[src/rtl/ctrl_link_arbiter.sv]
// Round-robin arbiter and four-phase strobe/ack sequencer for the serial control link master.
// One register transaction is outstanding at a time; a timeout or a link drop ends it with err.
module ctrl_link_arbiter #(
  parameter int          N_REQ   = 4,
  parameter logic [15:0] TIMEOUT = 16'd4096
) (
  input  logic                  byte_clk,
  input  logic                  reset_n,
  input  logic [N_REQ-1:0]      req,
  input  logic [N_REQ-1:0]      req_we,
  input  logic [16*N_REQ-1:0]   req_addr,
  input  logic [32*N_REQ-1:0]   req_wdata,
  output logic [N_REQ-1:0]      done,
  output logic [N_REQ-1:0]      err,
  output logic [31:0]           rdata,
  output logic                  busy,
  output logic                  link_strobe,
  output logic                  link_we,
  output logic [15:0]           link_addr,
  output logic [31:0]           link_wdata,
  input  logic                  link_ack,
  input  logic [31:0]           link_rdata,
  input  logic                  link_ok
);

  localparam int IDX_W = $clog2(N_REQ);

  typedef enum logic [2:0] {
    S_IDLE    = 3'd0,
    S_ISSUE   = 3'd1,
    S_RELEASE = 3'd2,
    S_DONE    = 3'd3,
    S_FAIL    = 3'd4
  } state_e;

  state_e             state_q, state_d;
  logic [15:0]        count_q, count_d;
  logic [IDX_W-1:0]   rr_ptr_q, rr_ptr_d;
  logic [IDX_W-1:0]   grant_q, grant_d;
  logic               busy_q, busy_d;
  logic               strobe_q, strobe_d;
  logic               we_q, we_d;
  logic [15:0]        addr_q, addr_d;
  logic [31:0]        wdata_q, wdata_d;
  logic [31:0]        rdata_q, rdata_d;
  logic [N_REQ-1:0]   done_q, done_d;
  logic [N_REQ-1:0]   err_q, err_d;

  logic               found_s;
  logic               hit_s;
  logic [IDX_W-1:0]   pick_s;
  logic [IDX_W:0]     sum_s;
  logic               sel_we_s;
  logic [15:0]        sel_addr_s;
  logic [31:0]        sel_wdata_s;
  logic [N_REQ-1:0]   grant_onehot_s;
  logic               timeout_s;

  // Round-robin search: first set request starting one past the last grant, wrapping modulo N_REQ.
  always_comb begin
    found_s = 1'b0;
    hit_s   = 1'b0;
    pick_s  = '0;
    sum_s   = '0;
    for (int k = 1; k <= N_REQ; k++) begin
      sum_s   = {1'b0, rr_ptr_q} + (IDX_W+1)'(k);
      sum_s   = (sum_s >= (IDX_W+1)'(N_REQ)) ? sum_s - (IDX_W+1)'(N_REQ) : sum_s;
      hit_s   = !found_s && req[sum_s[IDX_W-1:0]];
      pick_s  = hit_s ? sum_s[IDX_W-1:0] : pick_s;
      found_s = found_s | hit_s;
    end
  end

  // Mux out the picked requester's transaction fields.
  always_comb begin
    sel_we_s    = 1'b0;
    sel_addr_s  = 16'h0000;
    sel_wdata_s = 32'h0000_0000;
    for (int i = 0; i < N_REQ; i++) begin
      sel_we_s    = (pick_s == IDX_W'(i)) ? req_we[i]              : sel_we_s;
      sel_addr_s  = (pick_s == IDX_W'(i)) ? req_addr[16*i +: 16]   : sel_addr_s;
      sel_wdata_s = (pick_s == IDX_W'(i)) ? req_wdata[32*i +: 32]  : sel_wdata_s;
    end
  end

  assign grant_onehot_s = {{(N_REQ-1){1'b0}}, 1'b1} << grant_q;
  assign timeout_s      = (count_q == TIMEOUT - 16'd1);

  // Next-state and registered-output logic; link_ok loss outranks ack and timeout.
  always_comb begin
    state_d  = state_q;
    rr_ptr_d = rr_ptr_q;
    grant_d  = grant_q;
    busy_d   = busy_q;
    strobe_d = strobe_q;
    we_d     = we_q;
    addr_d   = addr_q;
    wdata_d  = wdata_q;
    rdata_d  = rdata_q;
    done_d   = '0;
    err_d    = '0;
    case (state_q)
      S_IDLE: begin
        if (link_ok && !link_ack && found_s) begin
          state_d  = S_ISSUE;
          grant_d  = pick_s;
          rr_ptr_d = pick_s;
          busy_d   = 1'b1;
          strobe_d = 1'b1;
          we_d     = sel_we_s;
          addr_d   = sel_addr_s;
          wdata_d  = sel_wdata_s;
        end else begin
          state_d = S_IDLE;
        end
      end
      S_ISSUE: begin
        if (!link_ok || (!link_ack && timeout_s)) begin
          state_d  = S_FAIL;
          strobe_d = 1'b0;
          err_d    = grant_onehot_s;
        end else if (link_ack) begin
          state_d  = S_RELEASE;
          strobe_d = 1'b0;
          rdata_d  = we_q ? rdata_q : link_rdata;
        end else begin
          state_d = S_ISSUE;
        end
      end
      S_RELEASE: begin
        if (!link_ok || (link_ack && timeout_s)) begin
          state_d = S_FAIL;
          err_d   = grant_onehot_s;
        end else if (!link_ack) begin
          state_d = S_DONE;
          done_d  = grant_onehot_s;
        end else begin
          state_d = S_RELEASE;
        end
      end
      S_DONE, S_FAIL: begin
        state_d = S_IDLE;
        busy_d  = 1'b0;
      end
      default: begin
        state_d  = S_IDLE;
        busy_d   = 1'b0;
        strobe_d = 1'b0;
      end
    endcase
    count_d = ((state_d != state_q) || (state_q == S_IDLE)) ? 16'd0 : count_q + 16'd1;
  end

  // State and output registers.
  always_ff @(posedge byte_clk or negedge reset_n) begin
    if (!reset_n) begin
      state_q  <= S_IDLE;
      count_q  <= 16'd0;
      rr_ptr_q <= IDX_W'(N_REQ-1);
      grant_q  <= '0;
      busy_q   <= 1'b0;
      strobe_q <= 1'b0;
      we_q     <= 1'b0;
      addr_q   <= 16'h0000;
      wdata_q  <= 32'h0000_0000;
      rdata_q  <= 32'h0000_0000;
      done_q   <= '0;
      err_q    <= '0;
    end else begin
      state_q  <= state_d;
      count_q  <= count_d;
      rr_ptr_q <= rr_ptr_d;
      grant_q  <= grant_d;
      busy_q   <= busy_d;
      strobe_q <= strobe_d;
      we_q     <= we_d;
      addr_q   <= addr_d;
      wdata_q  <= wdata_d;
      rdata_q  <= rdata_d;
      done_q   <= done_d;
      err_q    <= err_d;
    end
  end

  assign done        = done_q;
  assign err         = err_q;
  assign rdata       = rdata_q;
  assign busy        = busy_q;
  assign link_strobe = strobe_q;
  assign link_we     = we_q;
  assign link_addr   = addr_q;
  assign link_wdata  = wdata_q;

endmodule

[config.mk]
export PLATFORM = sky130hd
export DESIGN_NAME = ctrl_link_arbiter
export DESIGN_NICKNAME = d
export VERILOG_FILES = /design/src/rtl/ctrl_link_arbiter.sv
export SDC_FILE = /design/constraint.sdc
export NUM_CORES = 1
export LEC_CHECK = 0
export BUFFER_PORTS_ARGS = -buffer_cell sky130_fd_sc_hd__buf_2
export CAP_MARGIN = 10
export CORE_ASPECT_RATIO = 0.6
export CORE_MARGIN = 2
export CORE_UTILIZATION = 45
export DETAILED_ROUTE_END_ITERATION = 10
export PLACE_DENSITY = 0.81
export SLEW_MARGIN = 30
export SYNTH_ARGS = -nofsm -noshare
export SYNTH_HDL_FRONTEND = slang
export SYNTH_SLANG_ARGS = --single-unit
[constraint.sdc]
create_clock -name byte_clk -period 2.8 [get_ports byte_clk]
set_clock_uncertainty 0.05 [all_clocks]
set_input_delay 0.14 -clock byte_clk [delete_from_list [all_inputs] [get_ports byte_clk]]
set_output_delay 0.14 -clock byte_clk [all_outputs]
set_load 0.005 [all_outputs]
* Yosys cells after proc, flatten, opt, wreduce, memory -nomap -nowiden
Index checks and enable logic that the tools add are counted.
Storage, ports and cells: memory bits (writable) 0, flip-flop bits (word level) 114, latch bits 0, output and inout port bits 91, input bits 236, memories 0, ROM bits 0, word-level logic and storage cells 117
Operators by class: multipliers 0, shift operators 1, add/sub/neg operators 9, reductions and logical operators 23, magnitude comparators 8, eq/ne operators 11, bitwise gates (word level) 7, div/mod/pow operators 0, multiplexer cells 46
Operators by type and width (count):
- $mux 32 | 4
- $mux 16 | 5
- $mux 4 | 5
- $mux 2 | 9
- $add 16x1->16 const B | 1
- $eq 16x12->1 const B | 1
- $mux 1 | 13
- $ge 3x3->1 const B | 4
- $lt 2x3->1 const B | 4
- $pmux 3 s3 | 1
- $bmux 1 s2 | 4
- $pmux 4 s2 | 1
- $sub 2x1->2 const B | 4
- $logic_and 1x1->1 | 7
- $add 2x2->3 const B | 2
- $eq 3x2->1 const B | 2
- $mux 3 | 2
- $logic_not 1->1 | 5
- $eq 2x2->1 const B | 2
- $not 1->1 | 4
- $reduce_and 2->1 | 2
- $reduce_and 4->1 | 1
- $shl 1x2->4 const A | 1
- $add 2x1->3 const B | 1
- other kinds (16) | 20

* Longest topological paths before layout
depth after elaboration 20, mapped depth 9, depth with buffers taken out 6

* Worst setup path after synthesis
No wires, ideal clock.
path type reg2reg, start point register count_q[0], end point register count_q[10], library setup time 119 ps, arrival 1745 ps, setup slack 886 ps, cell stages (with the launch flop) 8, buffers on the path 1, cell sequence dfrtp_1 -> ha_1 -> nand2_1 -> nor4_4 -> a21oi_2 -> o211ai_4 -> buf_6 -> nor2_2
On the way: cells in the longest elaborated chain, start to end 8, elaborated cells between the ends (all ways) 12, those cells by class add/sub (1); eq/ne (2); mux (4); reduce/logical (5)
RTL lines:
- start: declaration | RTL line 37 | logic [15:0] count_q, count_d;
- start signal: assignment | RTL line 171 | count_q <= count_d;
- $eq 16x12->1 | RTL line 87 | assign timeout_s = (count_q == TIMEOUT - 16'd1);
- $logic_and 1x1->1, on equally long branches | RTL line 131, 118
- $logic_or 1x1->1, on equally long branches | RTL line 131, 118
- $mux 3, on equally long branches | RTL line 131, 118
- $pmux 3 s3 | RTL line 102 | case (state_q)
- $ne 3x3->1 | RTL line 151 | count_d = ((state_d != state_q) || (state_q == S_IDLE)) ? 16'd0 : count_q + 16'd1;
- $logic_or 1x1->1 | RTL line 151
- $mux 16 * | RTL line 151
- net count_d[10] | RTL line 37
Mark *: on every way through the listed nets, which the timed path passes. The rest lies on a longest branch. A chain may end at the register's enable or synchronous reset.

* Worst setup path after layout
start point register rr_ptr_q[1], end point register addr_q[4], in the netlist link_addr[4]
On the way: cells in the longest elaborated chain, start to end 19, elaborated cells between the ends (all ways) 47, those cells by class add/sub (8); order compare (4); eq/ne (3); mux (20); bitwise (3); reduce/logical (9)
RTL lines:
- start: declaration | RTL line 38 | logic [IDX_W-1:0] rr_ptr_q, rr_ptr_d;
- start signal: assignment | RTL line 159 | rr_ptr_q <= IDX_W'(N_REQ-1);
- start signal: assignment | RTL line 172 | rr_ptr_q <= rr_ptr_d;
- $add 2x1->3 | RTL line 66 | sum_s = {1'b0, rr_ptr_q} + (IDX_W+1)'(k);
- $ge 3x3->1 or $sub 2x1->2 (tied branches) | RTL line 67 | sum_s = (sum_s >= (IDX_W+1)'(N_REQ)) ? sum_s - (IDX_W+1)'(N_REQ) : sum_s;
- $mux 2 | RTL line 67
- $bmux 1 s2 | RTL line 68 | hit_s = !found_s && req[sum_s[IDX_W-1:0]];
- $mux 1 (not written as such) | RTL line 68
- $logic_not 1->1 | RTL line 68
- $logic_and 1x1->1 | RTL line 68
- $or 1x1->1 | RTL line 70 | found_s = found_s | hit_s;
- $logic_not 1->1 | RTL line 68
- $logic_and 1x1->1 | RTL line 68
- $or 1x1->1 | RTL line 70
- $logic_not 1->1 | RTL line 68
- $logic_and 1x1->1 | RTL line 68
- $mux 2 | RTL line 69 | pick_s = hit_s ? sum_s[IDX_W-1:0] : pick_s;
- $logic_not 2->1 | RTL line 81 | sel_addr_s = (pick_s == IDX_W'(i)) ? req_addr[16*i +: 16] : sel_addr_s;
- $mux 16 (4 in a row) | RTL line 81
- end signal: assignment | RTL line 177 | addr_q <= addr_d;
- end: declaration | RTL line 43 | logic [15:0] addr_q, addr_d;
Parallel ways exist; a longest one is shown, timed or not. The select of a mux whose other input is x is not followed.

==> summary.txt <==
Detailed routing
  • Number of violations reported at the end of detailed-routing iteration 0: 453
  • Final ANT Viol Nets: 0
  • Count of vias placed by the detailed router: 6094
  • Post-detailed-route via-to-cell ratio: 5.46
  • Number of iterations in the first detailed-routing pass: 5
  • Post-detailed-route DRC marker count: 0
  • Drt wl/cell: 18.2 µm
  • Final WL: 20300 µm

Critical path
  • WP data required: 3.04 ns
  • Cell count of the worst reg-to-reg path: 7
  • Launch instance of the worst register-to-register path: rr_ptr_q[1]
  • R2R setup slack: 0.14 ns
  • Crit. Startpoint: rr_ptr_q[1]
  • Category of the critical setup timing path: reg2reg
  • Maximum fanout along the worst path: 21
  • Last element of the critical path: link_addr[4]
  • Crit path capture type: register
  • Element type at the critical path start: register
  • R2R Path End: link_addr[4]
  • Data arrival time of the critical path: 2.90 ns

Clock network
  • Inserted Clock Buffers: 17
  • Clock root buffer: sky130_fd_sc_hd__clkbuf_16
  • Clock Pin Slew Worst Setup and Hold Paths: 0.06 ns
  • CTS tree: built
  • TritonCTS sink count: 114
  • Clock latency at the later pin of the worst-skew pair: 0.40 ns
  • Post-cts sizing count: 0
  • Deepest level of the CTS H-tree: 4
  • Clock tree buffer depth: 2

Timing
  • Number of pins exceeding their max-slew limit in the final report: 0
  • Max Freq: 376 MHz
  • Slew at the pin with the worst max-slew slack: 0.602 ns
  • Final count of hold timing violations: 0
  • Unrepaired setup endpoints after global routing: false
  • Final critical path time including I/O delays and setup: 2.66 ns
  • Worst slew margin: 59.7%
  • Final count of negative-setup-slack endpoints: 0
  • Fin crit share: 94.9%
  • Setup total negative slack: 0 ns

Hold path
  • Hold WC Path Type: in2reg

Placement
  • Global placement routability congestion: 0.878
  • Final HPWL from detailed placement: 13900 µm
  • Placed cell count: 1032
  • Placed cell area: 7830 µm²
  • Buffers added on ports: 326

Pwr
  • Part of the power in combinational logic: 33.8%
  • Sequential power share: 34.7%
  • IR drop worst, VDD: 0.418 mV
  • Standby leakage power: 0.00434 µW
  • Areal power density over the cells: 816 nW/µm²
  • Net switching power figure: 2390 µW
  • Internal power: 4920 µW
  • Sw frac: 32.7%
  • Clock network fraction of total power: 31.5%

Synthesis
  • Most common cell in the netlist: sky130_fd_sc_hd__dfrtp_1
  • Synthesis-stage register bit count: 114
  • Most used flip-flop cell after synthesis: sky130_fd_sc_hd__dfrtp_1
  • Proportion of synthesized chip area in sequential cells: 47.3%
  • Yosys warnings: 0
  • Most numerous cell types in the synthesized netlist: sky130_fd_sc_hd__dfrtp_1, sky130_fd_sc_hd__nand2_1, sky130_fd_sc_hd__nor3_1, sky130_fd_sc_hd__mux2i_1, sky130_fd_sc_hd__o221ai_1
  • Synthesized area per cell: 10.7 µm²
  • Area share of the largest cell type after synthesis: 46.4%
  • Top cell type by total area after synthesis: sky130_fd_sc_hd__dfrtp_1
  • Leading cell types by total area after synthesis: sky130_fd_sc_hd__dfrtp_1, sky130_fd_sc_hd__mux2i_1, sky130_fd_sc_hd__mux2_2, sky130_fd_sc_hd__o221ai_1, sky130_fd_sc_hd__nor3_1
  • Share of async-settable or async-resettable flops after synthesis: 100%
  • Cell Area, Synth: 6040 µm²
  • Number of enable-type register cells in the synthesized netlist: 0
  • Post-synthesis cell type count: 52
  • Post-Synthesis Cells: 563
  • Net count after synthesis: 800

Floorplanning
  • Count of standard-cell rows: 32
  • DIE AREA: 14400 µm²
  • Die outline width: 154 µm
  • Core ar.: 13000 µm²
  • I/O pins: 327
  • Die boundary height: 93.7 µm
  • Effective utilization at floorplan: 46.5%

Final layout
  • Net total in the final layout: 1169
  • Final Cell Area: 8960 µm²
  • Layout-stage area growth over the synthesis result: 48.4%
  • Number of standard cells in the final layout excluding fillers: 1116
  • Fraction of final layout cells with drive strength greater than 1: 48.5%

Global routing
  • All-layer global routing usage: 27.3%
  • Via count of the first global-routing pass: 6084
  • Wire length of the first global-routing pass: 30900 µm
  • Maximum number of pins on one net before global-route repair: 51
  • Total gr overflow: 0
  • Number of antenna violations at the first check in global routing: 1

Run
  • Max-capacitance violation count: 0

Status
  • Run status: complete, no violations
-- power by group through the flow --
stage,sequential [µW],combinational [µW],clock (µW)
global placement,2510,2290,0
finish,2530,2470,2300
floorplan,2540,1260,0
global route,2600,2700,2420
detailed placement,2530,2350,0
CTS,2510,2420,2340
-- layout make-up --
cell class                 count  area [µm²]
clock inverter                15         208
sequential                   114        2860
fill                         978        4010
inverter                       6        22.5
timing repair buffer         393        2310
clock buffer                  17         425
multi-input combinational    400        2920
tap                          170         213
antenna                        1        2.50
-- through the flow --
step                hold slack [ns]  utilization [%]  setup WS (ns)  total power [µW]
CTS                        0.000834             68.7          0.146              7270
detailed placement            0.127             60.3          0.545              4870
floorplan                    -0.206                -          0.886              3800
global placement              0.125             60.3          0.643              4790
global route                0.00384             69.1         0.0258              7720
finish                       0.0135             69.1          0.144              7310
-- sequential cells by signal, indices dropped and copies added (netlist names), 2 cells and up --
name and count:
rr_ptr_q 2, err 4, grant_q 2, done 4, count_q 16, state_q 3, link_addr 16, link_wdata 32
rdata 32
-- layout by cell type, fill, tap and decap left out, types with 4 or more instances in the layout --
| master | count |
|---|---|
| sky130_fd_sc_hd__buf_2 | 325 |
| sky130_fd_sc_hd__dfrtp_1 | 112 |
| sky130_fd_sc_hd__nand2_1 | 68 |
| sky130_fd_sc_hd__nor3_1 | 59 |
| sky130_fd_sc_hd__dlygate4sd3_1 | 45 |
| sky130_fd_sc_hd__mux2i_1 | 43 |
| sky130_fd_sc_hd__o221ai_1 | 39 |
| sky130_fd_sc_hd__mux2_2 | 31 |
| sky130_fd_sc_hd__nor2_1 | 22 |
| sky130_fd_sc_hd__o31ai_1 | 18 |
| sky130_fd_sc_hd__buf_4 | 18 |
| sky130_fd_sc_hd__clkbuf_16 | 17 |
| sky130_fd_sc_hd__nand3_1 | 13 |
| sky130_fd_sc_hd__xnor2_1 | 10 |
| sky130_fd_sc_hd__nor2_2 | 10 |
| sky130_fd_sc_hd__o221ai_2 | 10 |
| sky130_fd_sc_hd__o31ai_2 | 10 |
| sky130_fd_sc_hd__o21ai_0 | 8 |
| sky130_fd_sc_hd__inv_1 | 6 |
| sky130_fd_sc_hd__a21oi_1 | 6 |
| sky130_fd_sc_hd__buf_12 | 5 |
| sky130_fd_sc_hd__xor2_1 | 4 |
| sky130_fd_sc_hd__bufinv_16 | 4 |
| sky130_fd_sc_hd__clkinvlp_4 | 4 |
| sky130_fd_sc_hd__clkinv_4 | 4 |
-- critical path, cell delays in order, from the launching register on --
cell,delay (ns)
sky130_fd_sc_hd__dfstp_2,0.61
sky130_fd_sc_hd__nand2_1,0.07
sky130_fd_sc_hd__a31oi_1,0.34
sky130_fd_sc_hd__and2_4,0.31
sky130_fd_sc_hd__buf_12,0.21
sky130_fd_sc_hd__mux2i_1,0.23
sky130_fd_sc_hd__o221ai_1,0.14
sky130_fd_sc_hd__dlygate4sd3_1,0.57
-- kinds of logic (layout without fill, tap and decap cells) --
| logic type | Yosys count | in the layout | share of synthesized area (%) |
|---|---|---|---|
| AOI/OAI and AO/OA | 109 | 109 | 16.3 |
| DFF | 114 | 114 | 47.3 |
| and+or+nand+nor | 200 | 201 | 16.5 |
| xor gates and xnor gates | 14 | 14 | 2.03 |
| buffers and inverters | 50 | 431 | 4.60 |
| adders and majority gates | 1 | 1 | 0.207 |
| other | 0 | 1 | 0 |
| muxes | 75 | 75 | 13.1 |
-- timing repair --
item,in CTS,in global routing
buffers inserted,0,5
endpoints found under the hold margin,79,0
setup endpoints to repair,0,2
hold buffers,45,0
-- worst min-delay path by stage --
stage	start	end	slack (ns)	depth (start not counted)
2_1_floorplan	reset_n	busy	-0.21	0
3_3_place_gp	reset_n	link_addr[13]	0.12	1
3_5_place_dp	reset_n	link_addr[13]	0.13	1
4_1_cts	req_addr[21]	link_addr[5]	0.0008	3
5_1_grt	req_wdata[71]	link_wdata[7]	0.004	3
6_report	req_wdata[92]	link_wdata[28]	0.01	3
-- per-layer routing --
metal	part of all wire, %	track usage, %
met5	0	0
met4	1.5	8.33
met3	6.4	6.18
met2	51	47.3
met1	41	34.4
(Power assumes the default switching activity.)
